--- config.mk ---
export PLATFORM = sky130hd
export DESIGN_NAME = div_unit
export DESIGN_NICKNAME = d
export VERILOG_FILES = /design/src/rtl/div_pkg.sv /design/src/rtl/div_step.sv /design/src/rtl/div_unit.sv
export SDC_FILE = /design/constraint.sdc
export NUM_CORES = 1
export LEC_CHECK = 0
export ABC_AREA = 1
export CAP_MARGIN = 25
export CELL_PAD_IN_SITES_DETAIL_PLACEMENT = 0
export CELL_PAD_IN_SITES_GLOBAL_PLACEMENT = 1
export CORE_MARGIN = 8
export CORE_UTILIZATION = 41
export DETAILED_ROUTE_END_ITERATION = 10
export PLACE_DENSITY = 0.9
export RECOVER_POWER = 25
export SLEW_MARGIN = 20
export SYNTH_ARGS = -nofsm -noshare
export SYNTH_HDL_FRONTEND = slang
export SYNTH_SLANG_ARGS = --single-unit
--- constraint.sdc ---
create_clock -name clk -period 2.4 [get_ports clk]
set_input_delay 0.36 -clock clk [delete_from_list [all_inputs] [get_ports clk]]
set_output_delay 0.36 -clock clk [all_outputs]
set_load 0.02 [all_outputs]
--- src/rtl/div_pkg.sv ---
// Shared types and constants for the iterative RV32M divider.
package div_pkg;

  // Operation encoding as presented by Execute.
  typedef enum logic [1:0] {
    OP_DIV  = 2'b00,
    OP_DIVU = 2'b01,
    OP_REM  = 2'b10,
    OP_REMU = 2'b11
  } div_op_e;

  // Divider control states.
  typedef enum logic [1:0] {
    ST_IDLE = 2'd0,
    ST_RUN  = 2'd1,
    ST_FIN  = 2'd2
  } div_state_e;

  // RISC-V defined special-case values for the 32-bit datapath.
  localparam int                    DIV_WIDTH    = 32;
  localparam logic [DIV_WIDTH-1:0]  DIV_ALL_ONES = 32'hFFFF_FFFF;
  localparam logic [DIV_WIDTH-1:0]  DIV_INT_MIN  = 32'h8000_0000;

endpackage

--- src/rtl/div_step.sv ---
// One restoring-division iteration: shift {rem, quo} left, trial-subtract
// the divisor, keep the difference when it does not go negative.
module div_step #(
  parameter int WIDTH = 32
) (
  input  logic [WIDTH-1:0] rem_i,
  input  logic [WIDTH-1:0] quo_i,
  input  logic [WIDTH-1:0] divisor_i,
  output logic [WIDTH-1:0] rem_o,
  output logic [WIDTH-1:0] quo_o
);

  // One extra bit so the shifted remainder and the trial difference keep
  // their sign; the restored value always fits back into WIDTH bits.
  logic [WIDTH:0] rem_sh;
  logic [WIDTH:0] diff;

  assign rem_sh = {rem_i, quo_i[WIDTH-1]};
  assign diff   = rem_sh - {1'b0, divisor_i};
  assign rem_o  = diff[WIDTH] ? rem_sh[WIDTH-1:0] : diff[WIDTH-1:0];
  assign quo_o  = {quo_i[WIDTH-2:0], ~diff[WIDTH]};

endmodule

--- src/rtl/div_unit.sv ---
// Iterative radix-2 divider for Execute (DIV/DIVU/REM/REMU).
// Optional build macro: DIV_EARLY_OUT_EN -- divide-by-zero and signed
// overflow skip the iteration phase and finish two cycles after acceptance.
module div_unit
  import div_pkg::*;
#(
  parameter int WIDTH  = 32,
  parameter int REG_AW = 5
) (
  input  logic              clk,
  input  logic              rst,
  input  logic              start,
  input  logic [1:0]        op,
  input  logic [WIDTH-1:0]  a,
  input  logic [WIDTH-1:0]  b,
  input  logic [REG_AW-1:0] rd_in,
  input  logic              flush,
  output logic              stall_req,
  output logic              busy,
  output logic              done,
  output logic [WIDTH-1:0]  result,
  output logic [REG_AW-1:0] rd_out
);

  localparam int               CNT_W    = $clog2(WIDTH + 1);
  localparam logic [WIDTH-1:0] ALL_ONES = {WIDTH{1'b1}};
  localparam logic [WIDTH-1:0] INT_MIN  = {1'b1, {(WIDTH-1){1'b0}}};

  div_state_e        state_q;
  logic [CNT_W-1:0]  cnt_q;
  logic [WIDTH-1:0]  rem_q;
  logic [WIDTH-1:0]  quo_q;
  logic [WIDTH-1:0]  divisor_q;
  logic [WIDTH-1:0]  dividend_q;
  logic              is_rem_q;
  logic              neg_quo_q;
  logic              neg_rem_q;
  logic              div_zero_q;
  logic              ovf_q;
  logic [REG_AW-1:0] rd_q;
  logic              busy_q;
  logic              done_q;
  logic [WIDTH-1:0]  result_q;
  logic [REG_AW-1:0] rd_out_q;

  div_op_e           op_e;
  logic              signed_op;
  logic              a_neg;
  logic              b_neg;
  logic              b_zero;
  logic              ovf_in;
  logic              early_out;
  logic              accept;
  logic [WIDTH-1:0]  abs_a;
  logic [WIDTH-1:0]  abs_b;
  logic [WIDTH-1:0]  rem_d;
  logic [WIDTH-1:0]  quo_d;
  logic [WIDTH-1:0]  quo_fix;
  logic [WIDTH-1:0]  rem_fix;
  logic [WIDTH-1:0]  result_d;

  // Operand conditioning: magnitudes are only taken for the signed ops.
  assign op_e      = div_op_e'(op);
  assign signed_op = (op_e == OP_DIV) || (op_e == OP_REM);
  assign a_neg     = signed_op & a[WIDTH-1];
  assign b_neg     = signed_op & b[WIDTH-1];
  assign abs_a     = a_neg ? -a : a;
  assign abs_b     = b_neg ? -b : b;
  assign b_zero    = (b == '0);
  assign ovf_in    = signed_op & (a == INT_MIN) & (b == ALL_ONES);

`ifdef DIV_EARLY_OUT_EN
  assign early_out = b_zero | ovf_in;
`else
  assign early_out = 1'b0;
`endif

  // A start is only taken from IDLE, and never alongside a flush.
  assign accept    = start & ~flush & (state_q == ST_IDLE);
  assign stall_req = accept | (state_q == ST_RUN);

  assign busy   = busy_q;
  assign done   = done_q;
  assign result = result_q;
  assign rd_out = rd_out_q;

  div_step #(
    .WIDTH (WIDTH)
  ) u_step (
    .rem_i     (rem_q),
    .quo_i     (quo_q),
    .divisor_i (divisor_q),
    .rem_o     (rem_d),
    .quo_o     (quo_d)
  );

  // Sign fixup and special-case override of the finished iteration.
  always_comb begin
    quo_fix = neg_quo_q ? -quo_q : quo_q;
    rem_fix = neg_rem_q ? -rem_q : rem_q;
    if (div_zero_q) begin
      quo_fix = ALL_ONES;
      rem_fix = dividend_q;
    end else if (ovf_q) begin
      quo_fix = INT_MIN;
      rem_fix = '0;
    end
    result_d = is_rem_q ? rem_fix : quo_fix;
  end

  // Control FSM, iteration datapath and registered outputs.
  always_ff @(posedge clk) begin
    if (rst) begin
      state_q    <= ST_IDLE;
      cnt_q      <= '0;
      rem_q      <= '0;
      quo_q      <= '0;
      divisor_q  <= '0;
      dividend_q <= '0;
      is_rem_q   <= 1'b0;
      neg_quo_q  <= 1'b0;
      neg_rem_q  <= 1'b0;
      div_zero_q <= 1'b0;
      ovf_q      <= 1'b0;
      rd_q       <= '0;
      busy_q     <= 1'b0;
      done_q     <= 1'b0;
      result_q   <= '0;
      rd_out_q   <= '0;
    end else begin
      done_q <= 1'b0;
      case (state_q)
        ST_IDLE: begin
          if (accept) begin
            rem_q      <= '0;
            quo_q      <= abs_a;
            divisor_q  <= abs_b;
            dividend_q <= a;
            cnt_q      <= CNT_W'(WIDTH);
            is_rem_q   <= op[1];
            neg_quo_q  <= a_neg ^ b_neg;
            neg_rem_q  <= a_neg;
            div_zero_q <= b_zero;
            ovf_q      <= ovf_in;
            rd_q       <= rd_in;
            busy_q     <= 1'b1;
            state_q    <= early_out ? ST_FIN : ST_RUN;
          end
        end
        ST_RUN: begin
          if (flush) begin
            state_q <= ST_IDLE;
            busy_q  <= 1'b0;
          end else begin
            rem_q <= rem_d;
            quo_q <= quo_d;
            cnt_q <= cnt_q - CNT_W'(1);
            if (cnt_q == CNT_W'(1)) begin
              state_q <= ST_FIN;
            end
          end
        end
        ST_FIN: begin
          state_q <= ST_IDLE;
          busy_q  <= 1'b0;
          // A squashed op leaves the previous result and tag untouched.
          if (!flush) begin
            result_q <= result_d;
            rd_out_q <= rd_q;
            done_q   <= 1'b1;
          end
        end
        default: begin
          state_q <= ST_IDLE;
          busy_q  <= 1'b0;
        end
      endcase
    end
  end

endmodule

=== After elaboration in Yosys (flattened, before gate mapping) ===
Index checks and enable logic that the tools add are counted.

* Flip-flop bits (word level): 185
* Input bits: 75
* Bits in writable memories: 0
* Bits in latches: 0
* Memories kept: 0
* ROM bits: 0

* $mul: 0
* Divide/modulo/power cells: 0
* Mux-type cells: 27
* Eq/ne operators: 10
* Bitwise operators: 11
* Reduce and logical (&&, ||, !) cells: 11
* Magnitude comparators: 0
* Shift operators: 0
* Add/sub/neg operators: 6

{| class="wikitable"
|+ Operators by type and width
! cell !! count
|-
| $mux W32 || 14
|-
| $neg A32 Y32 || 4
|-
| $pmux W32 S2 || 2
|-
| $eq A32 B32 Y1 const B || 2
|-
| $sub A33 B32 Y33 || 1
|-
| $logic_not A32 Y1 || 1
|-
| $mux W6 || 2
|-
| $pmux W6 S2 || 1
|-
| $reduce_and A2 Y1 || 4
|-
| $and A1 B1 Y1 || 6
|-
| $eq A6 B1 Y1 const B || 1
|-
| $mux W2 || 3
|-
| $ne A2 B2 Y1 const B || 3
|-
| $sub A6 B1 Y6 const B || 1
|-
| $eq A2 B2 Y1 const B || 2
|-
| $logic_not A2 Y1 || 2
|-
| $pmux W2 S2 || 1
|-
| $mux W1 || 3
|-
| $ne A3 B2 Y1 const B || 1
|-
| $not A1 Y1 || 3
|-
| $reduce_and A3 Y1 || 1
|-
| $eq A2 B1 Y1 const B || 1
|-
| $pmux W1 S2 || 1
|-
| $reduce_bool A2 Y1 || 1
|-
| other kinds (4) || 4
|}

=== Logic depth before layout (Yosys ltp) ===
Gate-level depths: netlist of run 1.

* Depth after elaboration: 6
* Depth in mapped cells: 18

=== Modules after synthesis ===
Synthesis of run 1 repeated with hierarchy kept, for this count alone.

* Cell total of the unflattened synthesis: 2453
* Area total of the unflattened synthesis: 14649.0 um2

{| class="wikitable"
|+ By module, submodules not included
! module !! area each (um2) !! cells an instance !! instances !! seq. area each (um2)
|-
| div_unit || 11253.3 || 1739 || 1 || 3703.6
|-
| div_step || 3395.8 || 714 || 1 || 0.0
|}

=== Worst setup path before layout of run 1 ===
Ideal clock, no wire load.

* Kind: register -> register
* Start point: register quo_q[31]
* End point: register rem_q[10]
* Arrival time: 2.060 ns
* Path slack: 0.208 ns
* Required time: 2.268 ns
* Stages on the path, launching flop included: 17
* Library setup time: 0.132 ns
* Cell sequence: dfxtp_1 inv_1 ha_1 fa_1 inv_1 nand2_1 nand2_1 nand3_1 nand2_2 nand2_2 nand2_2 nand2_2 nand3_1 buf_2 nand3_1 nand3_1 a21oi_1

* Word-level cells in the longest chain between the ends: 4

{| class="wikitable"
|+ RTL lines
! what !! RTL line !! text
|-
| from (decl) || div_unit.sv:32 || <nowiki>logic [WIDTH-1:0] quo_q;</nowiki>
|-
| from (signal assigned) || div_unit.sv:136 || <nowiki>quo_q <= abs_a;</nowiki>
|-
| from (signal assigned) || div_unit.sv:156 || <nowiki>quo_q <= quo_d;</nowiki>
|-
| $sub A33 B32 Y33 || div_step.sv:19 || <nowiki>assign diff = rem_sh - {1'b0, divisor_i};</nowiki>
|-
| $mux W32 || div_step.sv:20 || <nowiki>assign rem_o = diff[WIDTH] ? rem_sh[WIDTH-1:0] : diff[WIDTH-1:0];</nowiki>
|-
| $mux W32 || div_unit.sv:151 || <nowiki>if (flush) begin</nowiki>
|-
| $pmux W32 S2 || div_unit.sv:132 || <nowiki>case (state_q)</nowiki>
|-
| to (signal assigned) || div_unit.sv:155 || <nowiki>rem_q <= rem_d;</nowiki>
|-
| to (decl) || div_unit.sv:31 || <nowiki>logic [WIDTH-1:0] rem_q;</nowiki>
|}

Every way passes these cells. The select of a mux whose other input is x is not followed.
A chain may end at the register's enable or synchronous reset.

=== Final worst setup path of run 1 ===
* Start point: register divisor_q[6]
* End point: register rem_q[8]

* Word-level cells in the longest chain between the ends: 4

{| class="wikitable"
|+ RTL lines
! what !! RTL line !! text
|-
| from (decl) || div_unit.sv:33 || <nowiki>logic [WIDTH-1:0] divisor_q;</nowiki>
|-
| from (signal assigned) || div_unit.sv:137 || <nowiki>divisor_q <= abs_b;</nowiki>
|-
| $sub A33 B32 Y33 || div_step.sv:19 ||
|-
| $mux W32 || div_step.sv:20 ||
|-
| $mux W32 || div_unit.sv:151 ||
|-
| $pmux W32 S2 || div_unit.sv:132 ||
|}

Every way passes these cells. The select of a mux whose other input is x is not followed.

==> impl_metrics.csv, run 1 <==
group,metric,value,unit
critical_path,endpoint_kind,"flop",
sta,tns,0,ps
placed_design,dp_hpwl,42580,um
min_path,whs_endpoint,"state_q[0]$_SDFFE_PP0P_",
logic_synthesis,synth_cell_types,50,
layout,syn2layout_area_growth,21.11,%
clocking,clk-insertion-delay-late,450,ps
logic_synthesis,synth_most_common_cell,"nand2_1",
global_route,grt_overflow,0,
routing,dr.pass1.iters,6,
clocking,htree_levels,4,
logic_synthesis,synth_cells,2378,
clocking,cts_tree,"built",
global_route,grt_max_degree,48,
logic_synthesis,synth_area,13960,um2
layout,layout-drive-gt1-share,8.847,%
layout,finish.utilization,50.43,%
min_path,worstHoldStart,"rst",
placed_design,place_congestion,0.9673,
logic_synthesis,synth-main-ff-cell,"dfxtp_1",
logic_synthesis,yosysTopAreaCellShare,26.53,%
placed_design,io_buffer_count,114,
placed_design,place_ws,-47.06,ps
sta,hold_viol,0,
routing,drt_iter0_drc,1705,
critical_path,arrival,2620,ps
sta,maxSlewHeadroom,43.09,%
global_route,use_met1,36.74,%
global_route,met3_usage,4.131,%
power_and_ir_drop,peakVddDrop,0.4808,mV
power_and_ir_drop,power_leakage,8.079,nW
min_path,hold_depth,2,
clocking,cts.clk_slew.worst_paths,70,ps
sta,fin_ws,91.87,ps
logic_synthesis,syn-num-nets,2493,
logic_synthesis,synth_edf_count,0,
layout,layout.nets,2638,
global_route,grt_pass1_vias,14860,
sta,clock-skew-final,13.19,ps
clocking,cts_hold_buf,0,
die,die-width,200.5,um
sta,fmax,0.4333,GHz
layout,final_area,16910,um2
logic_synthesis,synth_seq_cells,185,
global_route,grtUsageMet2,38.71,%
critical_path,r2r_slack,90,ps
clocking,cts_buffer_depth,2,
logic_synthesis,yosys_warnings,0,
critical_path,crit_required,2710,ps
sta,min_period,2308,ps
die,ios,115,
critical_path,crit_path_max_fanout,7,
routing,drc,0,
logic_synthesis,synth-seq-area-share,26.53,%
power_and_ir_drop,powerDensity,495.4,nW/um2
logic_synthesis,synth_area_leaders,"dfxtp_1 27%, nand2_1 16%, inv_1 9.2%",
critical_path,critPathKind,"flop to flop",
logic_synthesis,ys_top_cells_by_count,"609 x nand2_1, 341 x inv_1, 218 x a21oi_1",
logic_synthesis,ys_async_sr_fraction,0,%
run_status,outcome,"finished, final reports clean",
routing,drt-vias-per-instance,5.459,
layout,diodes,0,
global_route,antenna_found_initial,0,
global_route,track_usage,25.59,%
routing,avgRoutedWirePerCell,18.03,um
sta,fin_crit_sh,96.17,%
routing,drt_wl_total,53740,um
clocking,cts-root-buf,"clkbuf_16",
routing,vias,16270,
critical_path,r2r_cells,15,
clocking,numCtsBuffers,17,
placed_design,post_dp_cell_area,16070,um2
sta,slew_viol_final,0,
flow_run,cap_violations,0,
min_path,hp-class,"primary input to flop",
sta,worst_pin_slew,853.7,ps
logic_synthesis,synth_top_cell_by_area,"dfxtp_1",
logic_synthesis,syn_avg_cell_area,5.871,um2
clocking,clock_sinks,185,
global_route,grt.busiest_layer,"met2",
die,die_h,200.5,um
power_and_ir_drop,total_power,8.377,mW
routing,ant_nets,0,
global_route,grt_pass1_wl,83180,um
critical_path,crit_path_start_kind,"flop",
critical_path,r2r-start,"divisor_q[6]$_SDFFE_PP0P_",
sta,setup_viol,0,
die,core_area,33530,um2
die,rows,67,
die,start_util,41.64,%
die,die_area,40210,um2
critical_path,r2r_end,"rem_q[8]$_SDFFE_PP0P_",
==> worst max-delay path: stages (launching register included) <==
cell	delay (ps)
dfxtp_1	310
inv_1	240
ha_4	270
nand2_2	130
inv_1	60
a21oi_2	180
nand2_2	100
nand2_2	80
nand2_2	70
nand2_4	110
nand2_4	80
nand2_4	110
buf_4	170
nand3_1	80
nand3_1	90
a21oi_1	70
==> stage by stage <==
| stage | hold WS [ps] | std cells |
|---|---|---|
| global route | 252.7 | 2980 |
| global placement | 439.9 | 2946 |
| floorplan | 426.1 | 2378 |
| finish | 244.6 | 2980 |
| CTS | 223.3 | 2974 |
| detailed placement | 448.9 | 2946 |
==> flip-flops by register name, indices dropped and copies added, names as in the netlist <==
signal      flops
result         32
ovf_q           1
rem_q          32
busy            1
neg_quo_q       1
done            1
dividend_q     32
neg_rem_q       1
cnt_q           6
quo_q          32
divisor_q      32
is_rem_q        1
div_zero_q      1
rd_out          5
rd_q            5
state_q         2
==> worst max path at each step <==
stage	start	to	slack [ps]	cells after the start
after floorplan	quo_q[31]$_SDFFE_PP0P_	rem_q[10]$_SDFFE_PP0P_	210	16
after global placement	b[2]	divisor_q[31]$_SDFFE_PP0P_	-7	12
after detailed placement	quo_q[31]$_SDFFE_PP0P_	rem_q[8]$_SDFFE_PP0P_	-50	17
after CTS	quo_q[31]$_SDFFE_PP0P_	rem_q[28]$_SDFFE_PP0P_	20	17
after global routing	rem_q[17]$_SDFFE_PP0P_	rem_q[28]$_SDFFE_PP0P_	-30	14
final	divisor_q[6]$_SDFFE_PP0P_	rem_q[8]$_SDFFE_PP0P_	90	15
==> logic make-up after synthesis <==
family          synth area share (%)
simple gates                   35.68
compound gates                 19.62
buf+inv                        12.40
flops                          26.53
fa+ha+maj                      3.638
xor+xnor                       2.133
==> cell usage in the layout, fill, tap and decap left out, drive strengths merged, types with 3 or more instances in the layout <==
cell type	instances
clkinv	6
o22ai	17
nor4	3
clkdlybuf4s50	112
o21ai	217
xor2	20
o211ai	7
o21bai	4
a21oi	221
a22oi	3
and2	4
or2	5
nand2	621
buf	101
clkbuf	27
nor2	215
xnor2	14
a221oi	3
a22o	5
dfxtp	185
nand4	37
and3	5
a31oi	23
ha	39
nor3	37
o31ai	6
inv	350
nand3	216
nand3b	16
==> power breakdown <==
| group | internal, mW | switching, mW | leakage [nW] |
|---|---|---|---|
| combinational | 0.774 | 1.45 | 6.30 |
| clock | 1.54 | 1.27 | 0.268 |
| sequential | 3.21 | 0.138 | 1.51 |
==> per-layer routing <==
layer	share of wire (%)	wire (um)
met5	0	0
met4	2.4	1279
met2	42	22820
met1	47	25330
met3	8.0	4314
==> what timing repair did <==
item	in CTS	in global routing
cloned	0	1
gates resized for setup	4	61
pin swaps	0	7
endpoints found under the setup margin	33	38
buffers inserted	0	5
==> final cells by class <==
| type | instances | area [um2] |
|---|---|---|
| Inverter | 351 | 1318 |
| Sequential cell | 185 | 3714 |
| Clock inverter | 8 | 100.1 |
| Fill cell | 3503 | 16620 |
| Clock buffer | 20 | 446.7 |
| Tap cell | 448 | 560.5 |
| Timing Repair Buffer | 221 | 1954 |
| Multi-Input combinational cell | 1747 | 8817 |
No activity file was read; power rests on OpenSTA's default activity.
==> inputs of run 2 (changes only) <==
==> constraint.sdc (replaced) <==
create_clock -name clk -period 2.5 [get_ports clk]
set_input_delay 0.375 -clock clk [delete_from_list [all_inputs] [get_ports clk]]
set_output_delay 0.375 -clock clk [all_outputs]
set_load 0.02 [all_outputs]
==> run 2 against run 1 <==
Net effect: register-to-register slack barely moved; sequential power fell by 4%; design area fell by 1.4%; critical endpoint is now rem_q[29]$_SDFFE_PP0P_; final cell count fell by 0.44%; critical path type unchanged.
==> impl_metrics.csv, run 2 (synthesis results as in run 1) <==
group,metric,value,unit
die,rows,67,
routing,drt_wl_total,54820,um
power_and_ir_drop,peakVddDrop,0.5010,mV
sta,slew_viol_final,0,
critical_path,r2r-start,"divisor_q[6]$_SDFFE_PP0P_",
routing,drt-vias-per-instance,5.482,
die,die-width,200.5,um
clocking,cts-root-buf,"clkbuf_16",
placed_design,io_buffer_count,114,
sta,holdWs,251.8,ps
layout,layout-drive-gt1-share,7.307,%
critical_path,cp_cell_sequence,"inv_1, ha_1, nand2_2, inv_1, a21oi_2, nand2_2, nand2_2, nand2_2, nand2_2, nand2_2, nand2_4, buf_8, nand3_1, nand3_1, a21oi_1",
routing,vias,16260,
min_path,whs_endpoint,"result[1]$_SDFFE_PP0P_",
power_and_ir_drop,total_power,8.200,mW
power_and_ir_drop,power.switching,2.958,mW
sta,clock-skew-final,18.60,ps
layout,layout_common_cells,"604 x nand2_1, 340 x inv_1, 217 x a21oi_1",
sta,fmax,0.4169,GHz
routing,drt_iter0_drc,1939,
global_route,grt_overflow,0,
layout,mostFrequentLayoutCell,"nand2_1",
clocking,clk-insertion-delay-late,460,ps
routing,drc,0,
critical_path,r2r_cells,15,
min_path,hp-class,"primary input to flop",
power_and_ir_drop,switching_share,36.07,%
critical_path,crit_path_max_fanout,21,
flow_run,cap_violations,0,
routing,avgRoutedWirePerCell,18.48,um
global_route,grt_max_degree,80,
routing,ant_nets,0,
placed_design,dp_hpwl,43570,um
sta,fin_ws,101.4,ps
power_and_ir_drop,comb_power_share,25.9,%
critical_path,r2r_end,"rem_q[29]$_SDFFE_PP0P_",
critical_path,cpMostUsedCell,"nand2_2",
placed_design,place_ws,-363.7,ps
critical_path,arrival,2700,ps
min_path,worstHoldStart,"rst",
sta,setup_viol,0,
die,ios,115,
clocking,cts_tree,"built",
run_status,outcome,"finished, final reports clean",
min_path,hold_depth,2,
critical_path,endpoint_kind,"flop",
sta,worst_pin_slew,764.7,ps
critical_path,cpLargestDelayFamily,"simple AND/OR/NAND/NOR gates",
clocking,htree_levels,4,
global_route,track_usage,26.07,%
critical_path,r2r_slack,100,ps
clocking,cts_buffer_depth,2,
global_route,antenna_found_initial,1,
critical_path,critPathKind,"flop to flop",
critical_path,cp_slowest_stage_delay,390,ps
clocking,cts.clk_slew.worst_paths,80,ps
clocking,clock_sinks,185,
layout,layout.nets,2620,
routing,dr.pass1.iters,7,
placed_design,place_congestion,0.9655,
global_route,grt_pass1_vias,14610,
sta,min_period,2399,ps
critical_path,crit_path_start_kind,"flop",
die,die_h,200.5,um
critical_path,crit_slowest_cell,"ha_1",
layout,finish.utilization,49.72,%
die,start_util,41.64,%
power_and_ir_drop,p_clk_share,35.1,%
critical_path,crit_required,2800,ps
layout,syn2layout_area_growth,19.41,%
critical_path,crit_buf_inv,3,
sta,fin_crit_sh,95.94,%
sta,hold_viol,0,
power_and_ir_drop,powerDensity,491.8,nW/um2
power_and_ir_drop,p_int,5.242,mW
clocking,numCtsBuffers,17,
power_and_ir_drop,p_seq_share,39.0,%
die,die_area,40210,um2
clocking,cts_setup_buffers,0,
die,core_area,33530,um2
power_and_ir_drop,power_leakage,8.001,nW
sta,maxSlewHeadroom,48.48,%
global_route,grt_pass1_wl,84210,um
==> run 2: worst register-to-register path, cell delays in order (launching register included) <==
cell,delay [ps]
dfxtp_1,340
inv_1,130
ha_1,390
nand2_2,160
inv_1,70
a21oi_2,180
nand2_2,80
nand2_2,80
nand2_2,60
nand2_2,120
nand2_2,100
nand2_4,120
buf_8,190
nand3_1,90
nand3_1,90
a21oi_1,80
==> run 2: power by group through the flow <==
stage | clock network, mW | registers (mW) | logic (mW)
detailed placement | 0 | 3.26 | 2.05
floorplan | 0 | 3.23 | 1.28
global placement | 0 | 3.26 | 2.04
finish | 2.88 | 3.20 | 2.12
CTS | 2.89 | 3.19 | 2.06
global route | 3.01 | 3.21 | 2.34
==> run 2: area by class of cell <==
type                            count  area [um2]
Fill cell                        3530       16860
Multi-Input combinational cell   1747        8642
Sequential cell                   185        3710
Timing Repair Buffer              203        1839
Inverter                          351        1318
Tap cell                          448       560.5
Clock buffer                       17       425.4
Clock inverter                     15       175.2
Antenna cell                        1       2.502
==> run 2: worst max path at each step <==
stage	slack (ps)	endpoint	from	cells after the start
2_1_floorplan	310	rem_q[10]$_SDFFE_PP0P_	quo_q[31]$_SDFFE_PP0P_	16
3_3_place_gp	-420	quo_q[31]$_SDFFE_PP0P_	a[2]	10
3_5_place_dp	-360	quo_q[31]$_SDFFE_PP0P_	a[2]	10
4_1_cts	20	rem_q[26]$_SDFFE_PP0P_	divisor_q[19]$_SDFFE_PP0P_	15
5_1_grt	-20	rem_q[9]$_SDFFE_PP0P_	quo_q[31]$_SDFFE_PP0P_	17
6_report	100	rem_q[29]$_SDFFE_PP0P_	divisor_q[6]$_SDFFE_PP0P_	15
==> run 2: metal layers <==
metal / track usage [%] / part of all wire [%]
met2: 39.77 / 43
met1: 37.48 / 47
met4: 6.018 / 1.8
met5: 0 / 0
met3: 4.664 / 8.3
==> run 2: repair_timing <==
action	CTS	global route
hold buffers	0	0
setup endpoints to repair	17	35
pin swaps	0	2
gates resized for setup	1	30
==> run 2: through the flow <==
step,cells,setup TNS (ps),area (um2)
6_report,2967,0,16670
3_3_place_gp,2934,-450.0,16000
4_1_cts,2966,0,16610
3_5_place_dp,2934,-401.5,16000
5_1_grt,2966,-174.9,16670
2_1_floorplan,2378,0,13960
